$ cat config.mk
export PLATFORM = sky130hd
export DESIGN_NAME = draw_image_fader
export DESIGN_NICKNAME = d
export VERILOG_FILES = /design/src/rtl/draw_pkg.sv /design/src/rtl/pixel_dimmer.sv /design/src/rtl/draw_image_fader.sv
export SDC_FILE = /design/constraint.sdc
export NUM_CORES = 1
export LEC_CHECK = 0
export ABC_CLOCK_PERIOD_IN_PS = 9460
export CORE_MARGIN = 2
export CORE_UTILIZATION = 35
export DETAILED_ROUTE_END_ITERATION = 10
export GPL_ROUTABILITY_DRIVEN = 1
export PLACE_DENSITY_LB_ADDON = 0.05
export SYNTH_ARGS = -nofsm -noshare
export SYNTH_HDL_FRONTEND = slang
export SYNTH_HIERARCHICAL = 1
export SYNTH_SLANG_ARGS = --single-unit
$ cat constraint.sdc
create_clock -name vga_clk -period 9.46 [get_ports vga_clk]
set_input_delay 1.892 -clock vga_clk [delete_from_list [all_inputs] [get_ports vga_clk]]
set_output_delay 1.892 -clock vga_clk [all_outputs]
set_load 0.1 [all_outputs]
$ cat src/rtl/draw_pkg.sv
// Shared types for the image fader: RGB888 pixel and transition FSM states.
package draw_pkg;

    localparam int unsigned PIX_W = 24;

    typedef logic [PIX_W-1:0] rgb_t;

    typedef enum logic [1:0] {
        StIdle,
        StFadeOut,
        StSwap,
        StFadeIn
    } fade_state_e;

endpackage

$ cat src/rtl/pixel_dimmer.sv
// Combinational per-channel brightness scaling: out = (in * level) >> FADE_BITS.
module pixel_dimmer
    import draw_pkg::*;
#(
    parameter int unsigned FADE_BITS = 4
) (
    input  rgb_t                 pixel_i,
    input  logic [FADE_BITS:0]   level_i,
    output rgb_t                 pixel_o
);

    localparam int unsigned PROD_W = 8 + FADE_BITS + 1;

    for (genvar c = 0; c < 3; c++) begin : g_ch
        assign pixel_o[8*c +: 8] =
            8'((PROD_W'(pixel_i[8*c +: 8]) * PROD_W'(level_i)) >> FADE_BITS);
    end

endmodule

$ cat src/rtl/draw_image_fader.sv
// Full-screen multi-image ROM renderer with frame-paced fade-out/swap/fade-in.
// Optional DRAW_IMAGE_BORDER_EN replaces out-of-image pixels with BORDER_COLOR.
module draw_image_fader
    import draw_pkg::*;
#(
    parameter int unsigned IMG_W       = 168,
    parameter int unsigned IMG_H       = 49,
    parameter int unsigned NUM_IMAGES  = 4,
    parameter int unsigned SCALE_SHIFT = 1,
    parameter int unsigned X_W         = 9,
    parameter int unsigned Y_W         = 7,
    parameter int unsigned FADE_BITS   = 4,
    parameter int unsigned ROM_LAT     = 1,
`ifdef DRAW_IMAGE_BORDER_EN
    parameter rgb_t        BORDER_COLOR = 24'h000000,
`endif
    localparam int unsigned ADDR_W     = $clog2(NUM_IMAGES * IMG_W * IMG_H),
    localparam int unsigned SEL_W      = $clog2(NUM_IMAGES)
) (
    input  logic              vga_clk,
    input  logic              reset,
    input  logic [X_W-1:0]    x_pos,
    input  logic [Y_W-1:0]    y_pos,
    input  logic              frame_start,
    input  logic [SEL_W-1:0]  img_sel,
    input  logic              img_load,
    output logic [ADDR_W-1:0] mem_addr,
    input  rgb_t              mem_q,
    output rgb_t              out_data,
    output logic [SEL_W-1:0]  cur_img,
    output logic              busy
);

    localparam int unsigned IMG_SZ = IMG_W * IMG_H;
    localparam logic [FADE_BITS:0] LEVEL_MAX = {1'b1, {FADE_BITS{1'b0}}};
    localparam logic [FADE_BITS:0] LEVEL_ONE = (FADE_BITS + 1)'(1);

    // A synchronous ROM always has at least one cycle of read latency.
    if (ROM_LAT < 1) begin : g_lat_check
        $error("ROM_LAT must be at least 1");
    end

    fade_state_e        state_q, state_d;
    logic [FADE_BITS:0] level_q, level_d;
    logic [SEL_W-1:0]   cur_img_q, cur_img_d;
    logic [SEL_W-1:0]   pend_q, pend_d;
    logic [ADDR_W-1:0]  addr_q, addr_d;
    rgb_t               out_q, out_d;
    rgb_t               dimmed;

    assign addr_d = ADDR_W'(cur_img_q) * ADDR_W'(IMG_SZ)
                  + ADDR_W'(y_pos >> SCALE_SHIFT) * ADDR_W'(IMG_W)
                  + ADDR_W'(x_pos >> SCALE_SHIFT);

    always_comb begin
        state_d   = state_q;
        level_d   = level_q;
        cur_img_d = cur_img_q;
        pend_d    = pend_q;
        unique case (state_q)
            StIdle: begin
                if (img_load && img_sel != cur_img_q && 32'(img_sel) < NUM_IMAGES) begin
                    state_d = StFadeOut;
                    pend_d  = img_sel;
                end
            end
            StFadeOut: begin
                // Hold one cycle at black before swapping.
                if (level_q == '0) begin
                    state_d = StSwap;
                end else if (frame_start) begin
                    level_d = level_q - LEVEL_ONE;
                end
            end
            StSwap: begin
                cur_img_d = pend_q;
                state_d   = StFadeIn;
            end
            StFadeIn: begin
                if (frame_start) begin
                    level_d = level_q + LEVEL_ONE;
                    if (level_q == LEVEL_MAX - LEVEL_ONE) begin
                        state_d = StIdle;
                    end
                end
            end
            default: state_d = StIdle;
        endcase
    end

    pixel_dimmer #(
        .FADE_BITS(FADE_BITS)
    ) u_dimmer (
        .pixel_i(mem_q),
        .level_i(level_q),
        .pixel_o(dimmed)
    );

`ifdef DRAW_IMAGE_BORDER_EN
    // In-bounds flag travels with the address so it lines up with mem_q.
    logic          inb_now;
    logic [ROM_LAT:0] inb_q;

    assign inb_now = (32'(x_pos >> SCALE_SHIFT) < IMG_W) && (32'(y_pos >> SCALE_SHIFT) < IMG_H);

    always_ff @(posedge vga_clk) begin
        if (reset) begin
            inb_q <= '1;
        end else begin
            inb_q[0] <= inb_now;
            for (int i = 1; i <= int'(ROM_LAT); i++) begin
                inb_q[i] <= inb_q[i-1];
            end
        end
    end

    assign out_d = inb_q[ROM_LAT] ? dimmed : BORDER_COLOR;
`else
    assign out_d = dimmed;
`endif

    always_ff @(posedge vga_clk) begin
        if (reset) begin
            state_q   <= StIdle;
            level_q   <= LEVEL_MAX;
            cur_img_q <= '0;
            pend_q    <= '0;
            addr_q    <= '0;
            out_q     <= '0;
        end else begin
            state_q   <= state_d;
            level_q   <= level_d;
            cur_img_q <= cur_img_d;
            pend_q    <= pend_d;
            addr_q    <= addr_d;
            out_q     <= out_d;
        end
    end

    assign mem_addr = addr_q;
    assign out_data = out_q;
    assign cur_img  = cur_img_q;
    assign busy     = (state_q != StIdle);

endmodule

After elaboration in Yosys (flattened, before gate mapping)
Index checks and enable logic that the tools add are counted.
{ "word_totals": {"reg_bits": 51, "word_cells": 43} }
{ "op_classes": {"mul": 5, "reduce_logical": 8, "n_mux": 9, "eq_ne": 11, "addsub": 4} }
{ "op_table": {"columns": ["operator", "n"], "rows": [
  ["8-bit by 5-bit multiplier with 12-bit output", 3],
  ["16-bit by 14-bit adder with 16-bit output", 1],
  ["16-bit by 8-bit adder with 16-bit output", 1],
  ["5-bit two-way mux", 3],
  ["2-bit by 11-bit multiplier with 13-bit output, second input constant", 1],
  ["2-bit inequality test, second input constant", 6],
  ["6-bit by 5-bit multiplier with 11-bit output, second input constant", 1],
  ["5-bit case mux with 2 select lines", 1],
  ["2-bit two-way mux", 4],
  ["2-bit case mux with 4 select lines", 1],
  ["4-bit AND reduction", 2],
  ["5-bit by 1-bit adder with 5-bit output, second input constant", 1],
  ["5-bit by 4-bit == test with 1-bit output, second input constant", 1],
  ["5-bit zero test", 1],
  ["5-bit by 1-bit subtractor with 5-bit output, second input constant", 1],
  ["2-bit == test, second input constant", 2],
  ["2-bit nonzero test", 2],
  ["2-bit by 1-bit == test with 1-bit output, second input constant", 1],
  ["2-bit zero test", 1],
  ["2-bit inequality test", 1],
  ["2-bit AND reduction", 1],
  ["1-bit logical AND", 1]
]} }

Longest topological paths before layout
{ "depth": {"depth_word": 4, "ltp_mapped": 15} }

Hierarchy
The synthesis kept the hierarchy.
{ "by_module_without_submodules": {"columns": ["module", "area_per_inst_um2", "cells_each", "n_inst"], "rows": [
  ["pixel_dimmer", 3170.5, 385, 1],
  ["draw_image_fader", 2635.0, 264, 1]
]} }

Worst setup path after synthesis
Ideal clock, no wire load.
{ "synth_path": {"path_kind": "input -> register", "from": "input port mem_q[9]", "to": "register out_q[15] (netlist: out_data[15])", "setup_slack_ns": 4.133, "path_buffers": 0, "cell_stages": 13, "setup_ns": 0.128, "arrival_ns": 5.199, "t_required_ns": 9.332, "cell_sequence": "and2_1 -> fa_1 -> fa_1 -> inv_1 -> fa_1 -> inv_1 -> ha_1 -> and4_1 -> a221o_1 -> a311o_1 -> a21oi_2 -> xnor2_1 -> nor2b_1"} }
{ "synth_via": {"elab_chain_cells": 1} }
{ "synth_lines": {"columns": ["element", "line", "rtl"], "rows": [
  ["start: declaration", "draw_image_fader.sv:28", "input rgb_t mem_q,"],
  ["8-bit by 5-bit multiplier with 12-bit output", "pixel_dimmer.sv:16", "8'((PROD_W'(pixel_i[8*c +: 8]) * PROD_W'(level_i)) >> FADE_BITS);"],
  ["net dimmed[15]", "draw_image_fader.sv:49", "rgb_t dimmed;"],
  ["end signal: assignment", "draw_image_fader.sv:136", "out_q <= out_d;"],
  ["end: declaration", "draw_image_fader.sv:48", "rgb_t out_q, out_d;"]
]} }
The timed path passes the listed nets, and every way through them passes these cells.
A chain may end at the register's enable or synchronous reset.

Worst setup path after layout
Same ends and word-level chain as after synthesis.

==> results.yml <==
routing:
  drc: 0
  firstDrtPassIters: 4
  ant_nets: 0
  wl_um: 12300
  post_drt_wl_per_cell_um: 13.0
  drt-initial-drc-count: 113
  viasPerCell: 4.70
  num_vias: 4457
clock_tree:
  htreeDepth: 2
  clock-sinks: 51
  cts.repair.resized: 0
  cts-root-buf: "clkbuf_16"
  clk_latency_ns: 0.30
  cts_tree: "yes"
  cts.path.max_buffers: 2
  cts_hold_buffers: 0
  cts_buffers: 5
  post-cts-setup-buffer-count: 0
  path_clk_slew_ns: 0.08
setup_path:
  crit_path_start_kind: "primary input"
  path_common_cell: "fa_1"
  worstReg2RegStart: "level_q[3]"
  critPathSlowestCell: "fa_1"
  slowest_delay_ns: 0.55
  critPathKind: "primary input to flop"
  arrival_ns: 5.89
  r2r_end: "out_data[15]"
  crit_buf_inv: 3
  rrSetupSlack_ns: 4.83
  required_ns: 9.61
  reg2reg_depth: 13
  crit_path_cell_trace: "clkdlybuf4s50_1, and2_1, fa_1, fa_1, inv_1, fa_1, inv_1, ha_1, and4_1, a221o_1, a311o_1, a21oi_2, xnor2_1, nor2b_1"
  cpLargestDelayFamily: "adder cells"
  end_kind: "flop"
  crit_path_max_fanout: 5
timing:
  fmax_ghz: 0.174
  setup_viol: 0
  finalSetupTns_ns: 0
  max-slew-margin-rel_pct: 32.6
  skew_ns: 0.00698
  fin_crit_ns: 5.74
  worstMarginPinSlew_ns: 1.01
  rsz0062_at_grt: "no"
  finalHoldViolations: 0
  final.period_utilization_pct: 60.6
  slew_violations: 0
global_route:
  grt_remaining_overflow: 0
  antenna_found_initial: 0
  grt_pass1_wl_um: 21700
  track_usage_pct: 15.0
  first_global_vias: 4674
  grt_start_max_net_pins: 52
place:
  dp.cells: 940
  dp_hpwl_um: 9700
  gp_congestion: 0.772
  portBuffers: 86
cells_and_area:
  layoutNonFillerInstCount: 948
  nFillCells: 1644
  drive_gt1_share_pct: 2.47
  antenna_cells: 0
  area_growth_pct: 21.1
  final_nets: 917
synthesis:
  synth_cell_types: 49
  avgSynthCellArea_um2: 8.95
  synth.top_cells.by_area: "ha_1 (19%), fa_1 (19%), dfxtp_1 (18%), and2_1 (7.0%), inv_1 (5.8%)"
  syn_nets: 839
  yosysMostFrequentCell: "inv_1"
  synth_area_leader_cell: "ha_1"
  synth_seq_cells: 51
  async_reset_ff_share_pct: 0
  synth_edf_count: 0
  ys_seq_area_share_pct: 17.6
  ys.flop_type: "dfxtp_1"
  yosysWarningCount: 6
  syn_area_um2: 5810
  synthTopCellsByCount: "inv_1 (90), ha_1 (89), and2_1 (65)"
  synth_cells: 649
  yosysTopAreaCellShare_pct: 19.2
run_status:
  status: "finished, final reports clean"
min_path:
  holdCritStartpoint: "pend_q[0]"
  worstHoldPathCells: 2
  hp-class: "flop to flop"
  whs_endpoint: "pend_q[0]"
floorplanning:
  rows: 47
  chipHeight_um: 133
  start_util_pct: 35.4
  fp.dieW_um: 133
  io_pins: 89
  core_region_area_um2: 16400
  die_area_um2: 17600
power_and_ir_drop:
  p_per_area_nw_per_um2: 299
  leakagePower_nw: 3.36
  ir_drop_mv: 0.181
flow_run:
  drv_cap: 0
cells by family after synthesis:
kind of cell | Yosys count | synth area share, %
AOI/OAI and AO/OA | 78 | 9.37
muxes | 8 | 1.38
DFF | 51 | 17.6
adders and majority gates | 144 | 38.1
xor gates and xnor gates | 44 | 6.77
and+or+nand+nor | 217 | 19.8
buffers and inverters | 107 | 6.92
power by group:
part / leakage (nW) / internal [mW] / switching, mW
clock network: 0.0675 / 0.0996 / 0.0927
logic: 2.87 / 0.582 / 0.978
registers: 0.422 / 0.285 / 0.0618
total: 3.36 / 0.967 / 1.13
final cells by class:
type	instances	area [µm²]	area share, %
Sequential cell	51	1020	14.5
Multi-Input combinational cell	491	4380	62.3
Tap cell	220	275	3.91
Clock inverter	2	16.3	0.231
Inverter	90	338	4.80
Clock buffer	6	129	1.83
Timing Repair Buffer	88	871	12.4
per-layer routing:
metal / global-route usage, % / vias to the layer above / wire [µm]
met3: 3.41 / 7 / 463
met2: 26.1 / 62 / 5840
li1: - / 2251 / -
met5: 0 / - / 0
met1: 19.0 / 2137 / 5930
met4: 2.87 / 0 / 106
worst max path at each step:
| stage | start | endpoint | slack [ns] | cells past startpoint |
|---|---|---|---|---|
| 2_1_floorplan | mem_q[9] | out_data[15] | 4.13 | 13 |
| 3_3_place_gp | mem_q[9] | out_data[15] | 3.43 | 14 |
| 3_5_place_dp | mem_q[10] | out_data[15] | 3.40 | 14 |
| 4_1_cts | mem_q[9] | out_data[15] | 3.72 | 14 |
| 5_1_grt | mem_q[10] | out_data[15] | 3.54 | 14 |
| 6_report | mem_q[9] | out_data[15] | 3.72 | 14 |
worst register-to-register path: cells and delay by family (launching register included):
kind	cells	cell delay [ns]
XOR/XNOR	1	0.07
AND/OR/NAND/NOR	3	0.58
adder cells (fa/ha/maj)	4	1.87
flip-flops	1	0.95
AO/OA/AOI/OAI	3	0.92
buffers and inverters	2	0.09
layout by cell type (no fill, tap or decap), types with 6 or more instances in the layout:
| cell | Yosys | layout |
|---|---|---|
| inv_1 | 90 | 90 |
| ha_1 | 89 | 89 |
| clkdlybuf4s50_1 | 0 | 85 |
| and2_1 | 65 | 65 |
| nand2_1 | 58 | 58 |
| fa_1 | 55 | 55 |
| dfxtp_1 | 51 | 51 |
| nor2b_1 | 32 | 32 |
| xnor2_1 | 28 | 28 |
| nor2_1 | 27 | 27 |
| a21oi_1 | 21 | 21 |
| xor2_1 | 15 | 15 |
| o21ai_0 | 9 | 9 |
| a21o_1 | 8 | 8 |
| mux2i_1 | 8 | 8 |
| a211oi_1 | 7 | 7 |
| nor3_1 | 7 | 7 |
| o21bai_1 | 6 | 6 |
registers in the layout, indices dropped and copies added, names as in the netlist:
signal    count
mem_addr     16
state_q       2
pend_q        2
level_q       5
cur_img       2
out_data     24
stage by stage:
| step | util [%] | hold slack, ns | power, mW | setup WS, ns | cell area, µm² |
|---|---|---|---|---|---|
| after detailed placement | 42.0 | 0.488 | 1.92 | 3.40 | 6890 |
| after floorplan | - | 0.463 | 1.59 | 4.13 | 5810 |
| after global routing | 42.9 | 0.552 | 2.31 | 3.54 | 7030 |
| final | 42.9 | 0.497 | 2.10 | 3.72 | 7030 |
| after CTS | 42.9 | 0.508 | 2.13 | 3.72 | 7030 |
| after global placement | 42.0 | 0.487 | 1.92 | 3.43 | 6890 |
(Power assumes the default switching activity.)
